`src/rtl/periph_bus_master_pkg.sv`:
```
// Shared definitions for the peripheral bus master.
// Holds the pData field positions, command payload layout and FSM state encoding.
package periph_bus_master_pkg;

   localparam int unsigned BUS_W  = 23;
   localparam int unsigned ADDR_W = 6;
   localparam int unsigned DATA_W = 8;
   localparam int unsigned CNT_W  = 4;

   // pData field positions
   localparam int unsigned WE_BIT  = 22;
   localparam int unsigned ADDR_HI = 21;
   localparam int unsigned ADDR_LO = 16;
   localparam int unsigned DIN_HI  = 15;
   localparam int unsigned DIN_LO  = 8;
   localparam int unsigned DOUT_HI = 7;
   localparam int unsigned DOUT_LO = 0;

   // FSM state encoding
   localparam int unsigned STATE_W = 3;
   localparam logic [STATE_W-1:0] ST_IDLE    = 3'd0;
   localparam logic [STATE_W-1:0] ST_SETUP   = 3'd1;
   localparam logic [STATE_W-1:0] ST_STROBE  = 3'd2;
   localparam logic [STATE_W-1:0] ST_HOLD    = 3'd3;
   localparam logic [STATE_W-1:0] ST_WAIT    = 3'd4;
   localparam logic [STATE_W-1:0] ST_CAPTURE = 3'd5;

   // Buffered command: {we, addr, wdata}
   typedef struct packed {
      logic              we;
      logic [ADDR_W-1:0] addr;
      logic [DATA_W-1:0] wdata;
   } cmd_t;

   localparam int unsigned CMD_W = $bits(cmd_t);

endpackage

```
`src/rtl/periph_cmd_fifo.sv`:
```
// Two-entry command FIFO with a valid/ready push side and a pop strobe.
// Ports: clk, rstN (async active-low), push_valid_i/push_data_i (push accepted
// when not full), pop_i (ignored when empty), pop_data_o (head entry),
// empty_o, full_o.
module periph_cmd_fifo
   import periph_bus_master_pkg::*;
(
   input  logic clk,
   input  logic rstN,
   input  logic push_valid_i,
   input  cmd_t push_data_i,
   input  logic pop_i,
   output cmd_t pop_data_o,
   output logic empty_o,
   output logic full_o
);

   cmd_t       mem_q [2];
   cmd_t       mem_d [2];
   logic [1:0] count_q;
   logic [1:0] count_d;
   logic       push;
   logic       pop;
   logic       wr_idx;

   assign full_o     = (count_q == 2'd2);
   assign empty_o    = (count_q == 2'd0);
   assign pop_data_o = mem_q[0];
   assign push       = push_valid_i && !full_o;
   assign pop        = pop_i && !empty_o;

   // Head always lives in slot 0; a pop shifts slot 1 down.
   always_comb begin
      mem_d   = mem_q;
      count_d = count_q;
      wr_idx  = pop ? 1'b0 : count_q[0];
      if (pop) begin
         mem_d[0] = mem_q[1];
      end
      if (push) begin
         mem_d[wr_idx] = push_data_i;
      end
      count_d = count_q + 2'(push) - 2'(pop);
   end

   always_ff @(posedge clk or negedge rstN) begin
      if (!rstN) begin
         mem_q   <= '{default: '0};
         count_q <= 2'd0;
      end else begin
         mem_q   <= mem_d;
         count_q <= count_d;
      end
   end

endmodule

```
`src/rtl/periph_bus_master.sv`:
```
// Peripheral bus master: buffers commands in a 2-entry FIFO and runs each one
// as a strobed write or a timed read on the shared 23-bit pData bus.
// Ports: clk, rstN (async active-low); reqValid/reqReady/reqWe/reqAddr/reqWdata
// command input; rspValid/rspWrite/rspData one-cycle response; busy;
// pData inout bus ([22] we, [21:16] addr, [15:8] from peripheral, [7:0] to peripheral).
module periph_bus_master
   import periph_bus_master_pkg::*;
#(
   parameter int unsigned       READ_WAIT = 2,
   parameter logic [ADDR_W-1:0] IDLE_ADDR = 6'd63
) (
   input  logic              clk,
   input  logic              rstN,
   input  logic              reqValid,
   output logic              reqReady,
   input  logic              reqWe,
   input  logic [ADDR_W-1:0] reqAddr,
   input  logic [DATA_W-1:0] reqWdata,
   output logic              rspValid,
   output logic              rspWrite,
   output logic [DATA_W-1:0] rspData,
   output logic              busy,
   inout  wire  [BUS_W-1:0]  pData
);

   logic [STATE_W-1:0] state_q,     state_d;
   cmd_t               cmd_q,       cmd_d;
   logic [CNT_W-1:0]   cnt_q,       cnt_d;
   logic               rsp_valid_q, rsp_valid_d;
   logic               rsp_write_q, rsp_write_d;
   logic [DATA_W-1:0]  rsp_data_q,  rsp_data_d;
   logic               bus_we_q,    bus_we_d;
   logic [ADDR_W-1:0]  bus_addr_q,  bus_addr_d;
   logic [DATA_W-1:0]  bus_dout_q,  bus_dout_d;

   cmd_t fifo_head;
   logic fifo_empty;
   logic fifo_full;
   logic fifo_pop;

   periph_cmd_fifo u_fifo (
      .clk          (clk),
      .rstN         (rstN),
      .push_valid_i (reqValid),
      .push_data_i  ({reqWe, reqAddr, reqWdata}),
      .pop_i        (fifo_pop),
      .pop_data_o   (fifo_head),
      .empty_o      (fifo_empty),
      .full_o       (fifo_full)
   );

   assign reqReady = !fifo_full;
   assign busy     = !fifo_empty || (state_q != ST_IDLE);
   assign rspValid = rsp_valid_q;
   assign rspWrite = rsp_write_q;
   assign rspData  = rsp_data_q;

   // Master owns we/addr/dout; the peripheral data lane is never driven here.
   assign pData[WE_BIT]           = bus_we_q;
   assign pData[ADDR_HI:ADDR_LO]  = bus_addr_q;
   assign pData[DOUT_HI:DOUT_LO]  = bus_dout_q;
   assign pData[DIN_HI:DIN_LO]    = 8'bz;

   // Next-state, response and bus-drive logic
   always_comb begin
      state_d     = state_q;
      cmd_d       = cmd_q;
      cnt_d       = cnt_q;
      rsp_valid_d = 1'b0;
      rsp_write_d = rsp_write_q;
      rsp_data_d  = rsp_data_q;
      fifo_pop    = 1'b0;

      case (state_q)
         ST_IDLE: begin
            if (!fifo_empty) begin
               fifo_pop = 1'b1;
               cmd_d    = fifo_head;
               state_d  = ST_SETUP;
            end
         end
         ST_SETUP: begin
            cnt_d   = CNT_W'(READ_WAIT - 1);
            state_d = cmd_q.we ? ST_STROBE : ST_WAIT;
         end
         ST_STROBE: begin
            // Response registers update so they are visible during HOLD.
            state_d     = ST_HOLD;
            rsp_valid_d = 1'b1;
            rsp_write_d = 1'b1;
            rsp_data_d  = '0;
         end
         ST_HOLD: begin
            state_d = ST_IDLE;
         end
         ST_WAIT: begin
            if (cnt_q == '0) begin
               state_d = ST_CAPTURE;
            end else begin
               cnt_d = cnt_q - CNT_W'(1);
            end
         end
         ST_CAPTURE: begin
            state_d     = ST_IDLE;
            rsp_valid_d = 1'b1;
            rsp_write_d = 1'b0;
            rsp_data_d  = pData[DIN_HI:DIN_LO];
         end
         default: begin
            state_d = ST_IDLE;
         end
      endcase

      // Bus values are registered from the upcoming state.
      bus_we_d   = 1'b0;
      bus_addr_d = cmd_d.addr;
      bus_dout_d = cmd_d.we ? cmd_d.wdata : '0;
      if (state_d == ST_IDLE) begin
         bus_addr_d = IDLE_ADDR;
         bus_dout_d = '0;
      end else if (state_d == ST_STROBE) begin
         bus_we_d = 1'b1;
      end
   end

   always_ff @(posedge clk or negedge rstN) begin
      if (!rstN) begin
         state_q     <= ST_IDLE;
         cmd_q       <= '0;
         cnt_q       <= '0;
         rsp_valid_q <= 1'b0;
         rsp_write_q <= 1'b0;
         rsp_data_q  <= '0;
         bus_we_q    <= 1'b0;
         bus_addr_q  <= IDLE_ADDR;
         bus_dout_q  <= '0;
      end else begin
         state_q     <= state_d;
         cmd_q       <= cmd_d;
         cnt_q       <= cnt_d;
         rsp_valid_q <= rsp_valid_d;
         rsp_write_q <= rsp_write_d;
         rsp_data_q  <= rsp_data_d;
         bus_we_q    <= bus_we_d;
         bus_addr_q  <= bus_addr_d;
         bus_dout_q  <= bus_dout_d;
      end
   end

endmodule

```
`config.mk`:
```
export PLATFORM = sky130hd
export DESIGN_NAME = periph_bus_master
export DESIGN_NICKNAME = d
export VERILOG_FILES = /design/src/rtl/periph_bus_master_pkg.sv /design/src/rtl/periph_cmd_fifo.sv /design/src/rtl/periph_bus_master.sv
export SDC_FILE = /design/constraint.sdc
export NUM_CORES = 1
export LEC_CHECK = 0
export CAP_MARGIN = 25
export CORE_AREA = 8 8 97 77
export DETAILED_ROUTE_END_ITERATION = 8
export DIE_AREA = 0 0 105 85
export GPL_ROUTABILITY_DRIVEN = 0
export PLACE_DENSITY = 0.83
export SKIP_CTS_REPAIR_TIMING = 1
export SLEW_MARGIN = 20
export SYNTH_ARGS = -nofsm -noshare
export SYNTH_HDL_FRONTEND = slang
export SYNTH_SLANG_ARGS = --single-unit
```
`constraint.sdc`:
```
create_clock -name clk -period 3.7 [get_ports clk]
set_clock_uncertainty 0.15 [all_clocks]
set_input_delay 0.74 -clock clk [delete_from_list [all_inputs] [get_ports clk]]
set_output_delay 0.74 -clock clk [all_outputs]
set_load 0.005 [all_outputs]
```
# After elaboration in Yosys (flattened, before gate mapping)
# Cells that the tools add are included.
# Widths: inputs -> output; s select.
dict set report classes {
  n_bitwise 1
  n_mux 24
  n_reduce_logical 15
  mul 0
  div_mod_pow 0
  add_sub_neg 3
  shift 0
  eq_ne 7
  magnitude_cmp 2
}
# cell n
set ops {}
lappend ops {{$mux 15} 4}
lappend ops {{$bwmux 30} 1}
lappend ops {{$mux 30} 1}
lappend ops {{$mux 8} 2}
lappend ops {{$pmux 8 s2} 1}
lappend ops {{$demux 15 s1} 1}
lappend ops {{$pmux 3 s4} 1}
lappend ops {{$mux 3} 3}
lappend ops {{$pmux 4 s2} 1}
lappend ops {{$eq 3x2->1 const B} 2}
lappend ops {{$eq 3x3->1 const B} 2}
lappend ops {{$logic_not 3->1} 2}
lappend ops {{$mux 1} 6}
lappend ops {{$mux 6} 1}
lappend ops {{$logic_not 4->1} 1}
lappend ops {{$mux 4} 1}
lappend ops {{$reduce_bool 2->1} 2}
lappend ops {{$sub 4x1->4 const B} 1}
lappend ops {{$eq 3x1->1 const B} 1}
lappend ops {{$logic_and 1x1->1} 3}
lappend ops {{$reduce_bool 3->1} 1}
lappend ops {{$add 2x1->2} 1}
lappend ops {{$eq 2x2->1 const B} 1}
lappend ops {{$ge 2x2->1 const B} 1}
lappend ops {{other kinds (10)} 11}
dict set report word_totals {
  out_inout_bits 35
  ramBits 0
  mem_bits_ro 0
  latchBits 0
  mem_count 0
  regBits 79
  wordCells 70
  inputBits 18
}

# Depth between registers and ports, before layout
# Gate-level depths: netlist of run 1.
dict set report depth {
  depth_word 12
  ltp_mapped 9
  ltp_nobuf 8
}

# Modules after synthesis
# Synthesis of run 1 repeated with hierarchy kept, for this count alone.
dict set report unflattened {
  hier_cells 257
  hier_area_um2 3449.6
}
# module cells_per_inst n_inst area_each_um2 seq_area_each_um2
set by_module_without_submodules {}
lappend by_module_without_submodules {periph_bus_master 149 1 1811.7 983.4}
lappend by_module_without_submodules {periph_cmd_fifo 108 1 1637.8 800.8}

# Worst setup path after synthesis of run 1
# Ideal clock, no wire load.
dict set report synth_timing {
  kind {register -> register}
  start {reg state_q[2]}
  end {reg u_fifo.mem_q (netlist bit u_fifo.pop_data_o[10])}
  setup_slack_ps 1466
  synth_period_minus_slack_ps 2234
  n_path_buf 3
  path_stages_with_launch 10
  required_ps 3468
  setup_time_ps 82
  arrival_ps 2002
  cell_sequence {dfrtp_1 nor3_4 nand2_1 buf_4 ha_1 nand2b_1 clkbuf_1 nand2b_1 buf_2 a31oi_1}
}
# element line
set synth_rtl {}
lappend synth_rtl {{from (decl)} periph_bus_master.sv:26} ;# logic [STATE_W-1:0] state_q, state_d;
lappend synth_rtl {{from (signal assigned)} periph_bus_master.sv:138} ;# state_q <= state_d;
lappend synth_rtl {{to (signal assigned)} periph_cmd_fifo.sv:51} ;# mem_q <= mem_d;
lappend synth_rtl {{to (decl)} periph_cmd_fifo.sv:18} ;# cmd_t mem_q [2];

==> flow_summary.ini, run 1 <==
[run_status]
outcome = completed

[placed_design]
placed_cell_area_mm2 = 0.00348
dp.cells = 369
portBuffers = 21
dpl.hpwl_um = 4560
place_ws_ns = 0.720

[worst_setup_path]
end_kind = flip-flop
r2r-start = state_q[2]$_DFF_PN0_
reg2reg_to = u_fifo.pop_data_o[13]$_DFF_PN0_
start_kind = flip-flop
reg2reg_depth = 7
worst-r2r-setup-slack_ns = 0.69
critical_path_class = reg2reg
crit_arrival_ns = 3.13
critPathMaxFanout = 24
critPathRequiredTime_ns = 3.82

[clock_network]
h-tree-depth = 3
cts_tree = yes
clock_path_buffers = 2
cts.clk_slew.worst_paths_ns = 0.08
numCtsBuffers = 9
cts_sinks = 71
cts_root_buf = clkbuf_8
insertion_delay_ns = 0.35

[detailed_routing]
wirelength_um = 6750
ant_nets = 0
post_drt_wl_per_cell_um = 17.5
vias = 2207
dr.first_iter.drc_count = 246
post-route-drc-count = 0
dr.pass1.iters = 4
vias_per_cell = 5.73

[layout]
diodes = 0
num-fill-cells = 477
syn_to_final_growth_pct = 11.5
fin_cells = 385
layout_commonest_cell = dfrtp_1
drive_gt1_share_pct = 19.7
design_area_mm2 = 0.00366
final_cell_mix = dfrtp_1 (65), nand3_1 (29), clkdlybuf4s50_1 (20), mux2_4 (18)
nets = 321

[synth]
synth-seq-cells = 71
synth_edf_count = 0
async_flop_share_pct = 100
synth_cell_type_count = 39
ys_seq_area_share_pct = 54.3
ys_warn_count = 0
syn_area_mm2 = 0.00329
syn_area_per_cell_um2 = 11.7
postSynthCellCount = 282
synth_flop_cell = dfrtp_1

[global_route]
grt_pass1_wl_um = 11500
grt_max_degree = 38
grt_antenna_before_repair = 0
overflow = 0
grt_usage_pct = 16.1
grt_pass1_vias = 2312

[timing]
finalHoldViolCount = 0
slew_violations = 0
fin_ws_ns = 0.690
setup_violations = 0
max-slew-margin-rel_pct = 46.1
tightest_slew_ns = 0.809
fmax_mhz = 332
rsz0062_at_grt = false
setup_tns_ns = 0
finalCritPeriodShare_pct = 81.3
fin_crit_ns = 3.01

[power_and_ir_drop]
switching_power_uw = 1340
comb_power_share_pct = 42.2
sw_frac_of_total_pct = 37.8
intPower_uw = 2210
seqPwrFrac_pct = 41.7
total_power_uw = 3550
p_leak_uw = 0.00166
p_per_area_mw_per_mm2 = 970
pwr-share-clk_pct = 16.1
peakVddDrop_v = 0.000361

[min_path]
hold_path.class = in2async

[floorplan]
rows = 25
core-area_mm2 = 0.00601
start_util_pct = 54.7
io_pins = 53
die_h_um = 85
dieArea_mm2 = 0.00893
fp.dieW_um = 105

[flow_run]
cap_violations = 0
cells by family after synthesis:
group                      share of synthesized area [%]
adders and majority gates                           1.83
xor gates and xnor gates                           0.533
muxes                                               12.1
buffers and inverters                               7.69
and+or+nand+nor                                     13.2
AOI/OAI and AO/OA                                   10.2
DFF                                                 54.3
other                                              0.114
worst max path at each step:
stage	startpoint	to	slack (ns)
6_report	state_q[2]$_DFF_PN0_	u_fifo.pop_data_o[13]$_DFF_PN0_	0.69
5_1_grt	state_q[2]$_DFF_PN0_	u_fifo.pop_data_o[13]$_DFF_PN0_	0.47
4_1_cts	state_q[2]$_DFF_PN0_	u_fifo.pop_data_o[13]$_DFF_PN0_	0.69
3_5_place_dp	state_q[2]$_DFF_PN0_	u_fifo.pop_data_o[13]$_DFF_PN0_	0.72
3_3_place_gp	state_q[2]$_DFF_PN0_	u_fifo.pop_data_o[13]$_DFF_PN0_	0.81
2_1_floorplan	state_q[2]$_DFF_PN0_	u_fifo.pop_data_o[10]$_DFF_PN0_	1.47
cell usage after synthesis, types with 2 or more instances:
| master | number | area share [%] |
|---|---|---|
| buf_4 | 17 | 3.9 |
| a21oi_1 | 2 | 0.30 |
| mux2_2 | 7 | 2.4 |
| nor2_1 | 5 | 0.57 |
| nand2_1 | 12 | 1.4 |
| buf_6 | 2 | 0.69 |
| a32o_1 | 8 | 2.4 |
| inv_1 | 6 | 0.69 |
| dfstp_2 | 6 | 4.8 |
| ha_1 | 4 | 1.5 |
| nor3_1 | 16 | 2.4 |
| clkbuf_1 | 8 | 0.91 |
| buf_2 | 8 | 1.2 |
| mux2i_1 | 5 | 1.5 |
| o21ai_1 | 8 | 1.2 |
| or3b_2 | 2 | 0.53 |
| a31oi_1 | 15 | 2.9 |
| nor2b_1 | 3 | 0.57 |
| nand2b_1 | 2 | 0.38 |
| nor3b_1 | 2 | 0.46 |
| dfrtp_1 | 65 | 50 |
| mux2_4 | 18 | 8.2 |
| nand3_1 | 29 | 4.4 |
| xnor2_1 | 2 | 0.53 |
| o21ai_0 | 15 | 2.3 |
| and2_1 | 2 | 0.38 |
layer usage:
metal  GRT usage [%]  up-vias  part of all wire (%)
met5               0        -                     0
met4            5.43        0                   1.3
met1            21.5     1102                    46
met2            23.0       92                    46
li1                -     1006                     -
met3            6.74        7                   7.1
power by group through the flow:
| stage | Sequential, µW | Combinational (µW) | Clock [µW] |
|---|---|---|---|
| final | 1480 | 1500 | 572 |
| after global routing | 1540 | 1660 | 615 |
| after global placement | 1460 | 1430 | 0 |
| after detailed placement | 1490 | 1500 | 0 |
| after CTS | 1480 | 1500 | 578 |
| after floorplan | 1370 | 1250 | 0 |
cell type report:
cell class                      count  area (µm²)  share of cell area [%]
Inverter                            8        32.5                   0.888
Sequential cell                    71        1780                    48.7
Multi-Input combinational cell    183        1310                    35.7
Tap cell                           81         101                    2.77
Clock inverter                      1        5.00                   0.137
Timing Repair Buffer               26         255                    6.97
Clock buffer                       15         176                    4.82
worst max-delay path, stage by stage, from the launching register on:
cell,delay [ns]
dfrtp_1,0.57
nor3_4,0.24
buf_4,0.30
nand2_1,0.13
ha_1,0.25
nand2b_1,0.44
nand2b_1,0.56
a31oi_1,0.29
through the flow:
stage                     utilization (%)  hold WS (ns)
after global routing                 61.0         0.376
after global placement               57.9         0.318
after floorplan                         -         0.294
after detailed placement             58.0         0.330
after CTS                            61.0         0.346
final                                61.0         0.332
(Power assumes the default switching activity.)
==> run 2: changes to the inputs <==
--- a/config.mk
+++ b/config.mk
@@ -6,11 +6,11 @@
 export NUM_CORES = 1
 export LEC_CHECK = 0
 export CAP_MARGIN = 25
-export CORE_AREA = 8 8 97 77
+export CORE_AREA = 8 8 100 80
 export DETAILED_ROUTE_END_ITERATION = 8
-export DIE_AREA = 0 0 105 85
+export DIE_AREA = 0 0 108 88
 export GPL_ROUTABILITY_DRIVEN = 0
-export PLACE_DENSITY = 0.83
+export PLACE_DENSITY = 0.78
 export SKIP_CTS_REPAIR_TIMING = 1
 export SLEW_MARGIN = 20
 export SYNTH_ARGS = -nofsm -noshare
==> constraint.sdc (replaced) <==
create_clock -name clk -period 3.1 [get_ports clk]
set_clock_uncertainty 0.15 [all_clocks]
set_input_delay 0.62 -clock clk [delete_from_list [all_inputs] [get_ports clk]]
set_output_delay 0.62 -clock clk [all_outputs]
set_load 0.005 [all_outputs]
==> run 2 against run 1 <==
- sequential power grew 20%
- critical path depth is 4 lower
- power rose by 19%
- clock-buffer cell count shrank 3
- register-to-register slack worse by 0.07 ns
- largest cell class unchanged
- highest routed layer unchanged
==> flow_summary.ini, run 2 (synthesized netlist as in run 1, its figures left out) <==
[floorplan]
fp.dieW_um = 108
die_h_um = 88
dieArea_mm2 = 0.00950
io_pins = 53
start_util_pct = 50.8
core-area_mm2 = 0.00647
rows = 26

[run_status]
outcome = completed

[worst_setup_path]
critPathMaxStageDelay_ns = 0.56
slowest_stage = dfrtp_1
critical_path_class = reg2out
path_cells = nor3_4 > nand2_1 > clkdlybuf4s50_1
critPathRequiredTime_ns = 2.33
critPathMaxFanout = 14
r2r-start = state_q[2]$_DFF_PN0_
reg2reg_depth = 7
crit_arrival_ns = 1.78
start_kind = flip-flop
end_kind = primary output
worst-r2r-setup-slack_ns = 0.62
critPathTopFamily = flip-flops
crit_buf_inv = 1
reg2reg_to = u_fifo.pop_data_o[13]$_DFF_PN0_

[timing]
max-slew-margin-rel_pct = 56.3
fin_crit_ns = 2.55
fmax_mhz = 392
finalHoldViolCount = 0
setup_tns_ns = 0
finalCritPeriodShare_pct = 82.4
slew_violations = 0
tightest_slew_ns = 0.656
setup_violations = 0
rsz0062_at_grt = false

[clock_network]
insertion_delay_ns = 0.35
cts_root_buf = clkbuf_8
cts_tree = yes
clock_path_buffers = 2
cts_sinks = 71
numCtsBuffers = 9
cts.clk_slew.worst_paths_ns = 0.08
h-tree-depth = 3

[power_and_ir_drop]
p_per_area_mw_per_mm2 = 1150
total_power_uw = 4250
peakVddDrop_v = 0.000399
p_leak_uw = 0.00166

[detailed_routing]
post-route-drc-count = 0
wirelength_um = 6580
vias_per_cell = 5.46
dr.pass1.iters = 4
dr.first_iter.drc_count = 169
vias = 2129
post_drt_wl_per_cell_um = 16.9
ant_nets = 0

[min_path]
hold_path.class = in2async

[flow_run]
cap_violations = 0

[placed_design]
portBuffers = 21
dpl.hpwl_um = 4300

[global_route]
grt_max_degree = 72
grt_pass1_wl_um = 10800
overflow = 0
grt_antenna_before_repair = 0
grt_pass1_vias = 2175
grt_usage_pct = 14.7

[layout]
layout_commonest_cell = dfrtp_1
diodes = 0
final_cell_mix = dfrtp_1 (65), nand3_1 (29), clkdlybuf4s50_1 (20), mux2_4 (18)
drive_gt1_share_pct = 19.9
nets = 323
syn_to_final_growth_pct = 12.0
[run 2: worst max-delay path by stage]
stage | end | cells past startpoint | from | slack [ns]
3_5_place_dp | u_fifo.pop_data_o[12]$_DFF_PN0_ | 8 | u_fifo.count_q[1]$_DFF_PN0_ | 0.66
6_report | busy | 3 | state_q[2]$_DFF_PN0_ | 0.55
3_3_place_gp | u_fifo.pop_data_o[2]$_DFF_PN0_ | 8 | u_fifo.count_q[1]$_DFF_PN0_ | 0.69
5_1_grt | u_fifo.pop_data_o[12]$_DFF_PN0_ | 8 | u_fifo.count_q[1]$_DFF_PN0_ | 0.43
4_1_cts | busy | 3 | state_q[2]$_DFF_PN0_ | 0.52
2_1_floorplan | u_fifo.pop_data_o[10]$_DFF_PN0_ | 9 | state_q[2]$_DFF_PN0_ | 0.87
[run 2: metal layers]
| layer | global-route usage, % | vias up | wire, µm |
|---|---|---|---|
| met3 | 5.07 | 2 | 466 |
| met1 | 20.1 | 1030 | 3210 |
| met5 | 0 | - | 0 |
| met2 | 20.2 | 84 | 2860 |
| li1 | - | 1013 | - |
| met4 | 7.16 | 0 | 40 |
[run 2: power by group]
group,switching [µW],total (µW),internal [µW]
registers,345,1770,1430
logic,908,1780,867
clock network,328,698,370
total,1580,4250,2660
[run 2: worst reg2reg max path, cell delays in order (launching register included)]
cell      delay, ns
dfrtp_1        0.56
nor3_4         0.29
nand2_1        0.11
ha_1           0.24
nand2b_1       0.15
buf_4          0.19
nand2b_1       0.42
a31oi_1        0.27
[run 2: through the flow]
step | cell area, µm² | hold slack (ns) | setup slack [ns] | std cells | utilization [%]
after floorplan | 3340 | 0.174 | 0.866 | 297 | -
after global placement | 3500 | 0.320 | 0.692 | 374 | 54.0
after detailed placement | 3500 | 0.325 | 0.656 | 374 | 54.0
after CTS | 3680 | 0.142 | 0.522 | 390 | 56.8
after global routing | 3680 | 0.148 | 0.430 | 390 | 56.8
final | 3680 | 0.144 | 0.546 | 390 | 56.8
[run 2: layout make-up]
type / count / area [µm²]
multi-input cells: 183 / 1310
clock buffers: 12 / 135
inverters: 8 / 32.5
clock inverters: 4 / 47.5
fillers: 519 / 2790
repair buffers: 28 / 270
well taps: 84 / 105
flip-flops and latches: 71 / 1780
==> run 3: changes to the inputs <==
--- a/config.mk
+++ b/config.mk
@@ -6,11 +6,11 @@
 export NUM_CORES = 1
 export LEC_CHECK = 0
 export CAP_MARGIN = 25
-export CORE_AREA = 8 8 100 80
+export CORE_AREA = 8 8 105 83
 export DETAILED_ROUTE_END_ITERATION = 8
-export DIE_AREA = 0 0 108 88
+export DIE_AREA = 0 0 113 91
 export GPL_ROUTABILITY_DRIVEN = 0
-export PLACE_DENSITY = 0.78
+export PLACE_DENSITY = 0.74
 export SKIP_CTS_REPAIR_TIMING = 1
 export SLEW_MARGIN = 20
 export SYNTH_ARGS = -nofsm -noshare
==> constraint.sdc (replaced) <==
create_clock -name clk -period 2.17 [get_ports clk]
set_clock_uncertainty 0.15 [all_clocks]
set_input_delay 0.434 -clock clk [delete_from_list [all_inputs] [get_ports clk]]
set_output_delay 0.434 -clock clk [all_outputs]
set_load 0.005 [all_outputs]
==> run 3 against run 2 <==
- the run now ends with hold timing left
- critical path type unchanged
- cell count up 3.1%
- critical path depth unchanged
- largest power group unchanged
- via count up 1.7%
- power up 48%
==> flow_summary.ini, run 3 (synthesized netlist as in run 1, its figures left out) <==
[run_status]
outcome = finished, violations left
violations = hold timing

[layout]
drive_gt1_share_pct = 24.1
fin_util_pct = 53.2
layout_commonest_cell = dfrtp_1
syn_to_final_growth_pct = 15.0
nets = 332
final_cell_mix = dfrtp_1 (64), nand3_1 (29), clkdlybuf4s50_1 (19), mux2_4 (18)
fin_cells = 402
diodes = 0

[timing]
setup_violations = 0
slew_violations = 0
fin_ws_ns = 0.0561
whs_ns = -0.0205
fmax_mhz = 473
fin_crit_ns = 2.11
finalHoldViolCount = 65
max-slew-margin-rel_pct = 54.3
tightest_slew_ns = 0.685
setup_tns_ns = 0
finalCritPeriodShare_pct = 97.4

[floorplan]
die_h_um = 91
start_util_pct = 46.3
rows = 27
dieArea_mm2 = 0.0103
io_pins = 53
core-area_mm2 = 0.00709
fp.dieW_um = 113

[worst_setup_path]
cp-startpoint = u_fifo.count_q[1]$_DFF_PN0_
critPathMaxFanout = 4
worst-r2r-setup-slack_ns = 0.13
reg2reg_to = u_fifo.pop_data_o[6]$_DFF_PN0_
start_kind = flip-flop
r2r-start = state_q[2]$_DFF_PN0_
slowest_stage = clkdlybuf4s50_1
path_cells = nor2b_2 > inv_4 > clkdlybuf4s50_1
end_kind = primary output
critPathRequiredTime_ns = 1.59
crit_path_end = reqReady
critical_path_class = reg2out
critPathMaxStageDelay_ns = 0.52
reg2reg_depth = 7
crit_arrival_ns = 1.53

[power_and_ir_drop]
peakVddDrop_v = 0.000465
p_leak_uw = 0.00173
p_per_area_mw_per_mm2 = 1670

[detailed_routing]
dr.first_iter.drc_count = 116
post_drt_wl_per_cell_um = 16.8
vias_per_cell = 5.39
dr.pass1.iters = 4
post-route-drc-count = 0
wirelength_um = 6770
ant_nets = 0
vias = 2166

[clock_network]
cts.clk_slew.worst_paths_ns = 0.07
cts_tree = yes
numCtsBuffers = 9
cts_sinks = 71
insertion_delay_ns = 0.35
clock_path_buffers = 2
cts_root_buf = clkbuf_8
h-tree-depth = 3

[placed_design]
dpl.hpwl_um = 4640
dp.cells = 384
place_ws_ns = 0.190
portBuffers = 21

[global_route]
grt_usage_pct = 13.6
overflow = 0
grt_pass1_vias = 2224
grt_max_degree = 37
grt_antenna_before_repair = 0
grt_pass1_wl_um = 11100

[min_path]
hold_path.class = in2async

[flow_run]
cap_violations = 0
-- run 3: cell types whose count changed in the layout (fill, tap and decap cells not counted), sizes merged --
cell and change:
buf +9, clkbuf -1, clkdlybuf4s50 -1, clkinv +1, dlymetal6s2s +1
-- run 3: cell type report --
cell class	count	area [µm²]
fillers	621	3320
well taps	87	109
multi-input cells	183	1320
inverters	8	32.5
repair buffers	37	328
clock buffers	11	151
clock inverters	5	56.3
flip-flops and latches	71	1790
-- run 3: power by group --
part	internal [µW]	switching [µW]	total [µW]
clock network	591	483	1070
registers	2040	434	2470
logic	1340	1400	2750
total	3970	2320	6290
-- run 3: worst min path at each step --
| stage | endpoint | slack (ns) | cells after the start |
|---|---|---|---|
| detailed placement | cmd_q[9]$_DFF_PN0_ | 0.32 | 2 |
| finish | cnt_q[1]$_DFFE_PN0P_ | -0.02 | 2 |
| global placement | cmd_q[11]$_DFF_PN0_ | 0.32 | 2 |
| global route | cmd_q[9]$_DFF_PN0_ | 0.01 | 2 |
| floorplan | asynchronous set/reset pin | -0.01 | 0 |
| CTS | pData[5]$_DFF_PN0_ | -0.02 | 2 |
-- run 3: critical path: cells and delay by family (launching register included) --
kind | cells | cell delay (ns)
buffers and inverters | 2 | 0.61
flip-flops | 1 | 0.40
AND/OR/NAND/NOR | 1 | 0.18
-- run 3: per-stage QoR --
stage | total power [µW] | instance area, µm²
global placement | 5090 | 3550
global route | 6730 | 3780
floorplan | 4480 | 3350
detailed placement | 5200 | 3550
CTS | 6290 | 3760
finish | 6290 | 3780
-- run 3: metal layers --
metal / routed length, µm / track usage, %
met5: 0 / 0
met4: 91 / 4.65
met3: 442 / 5.22
met2: 2910 / 19.3
met1: 3320 / 18.7
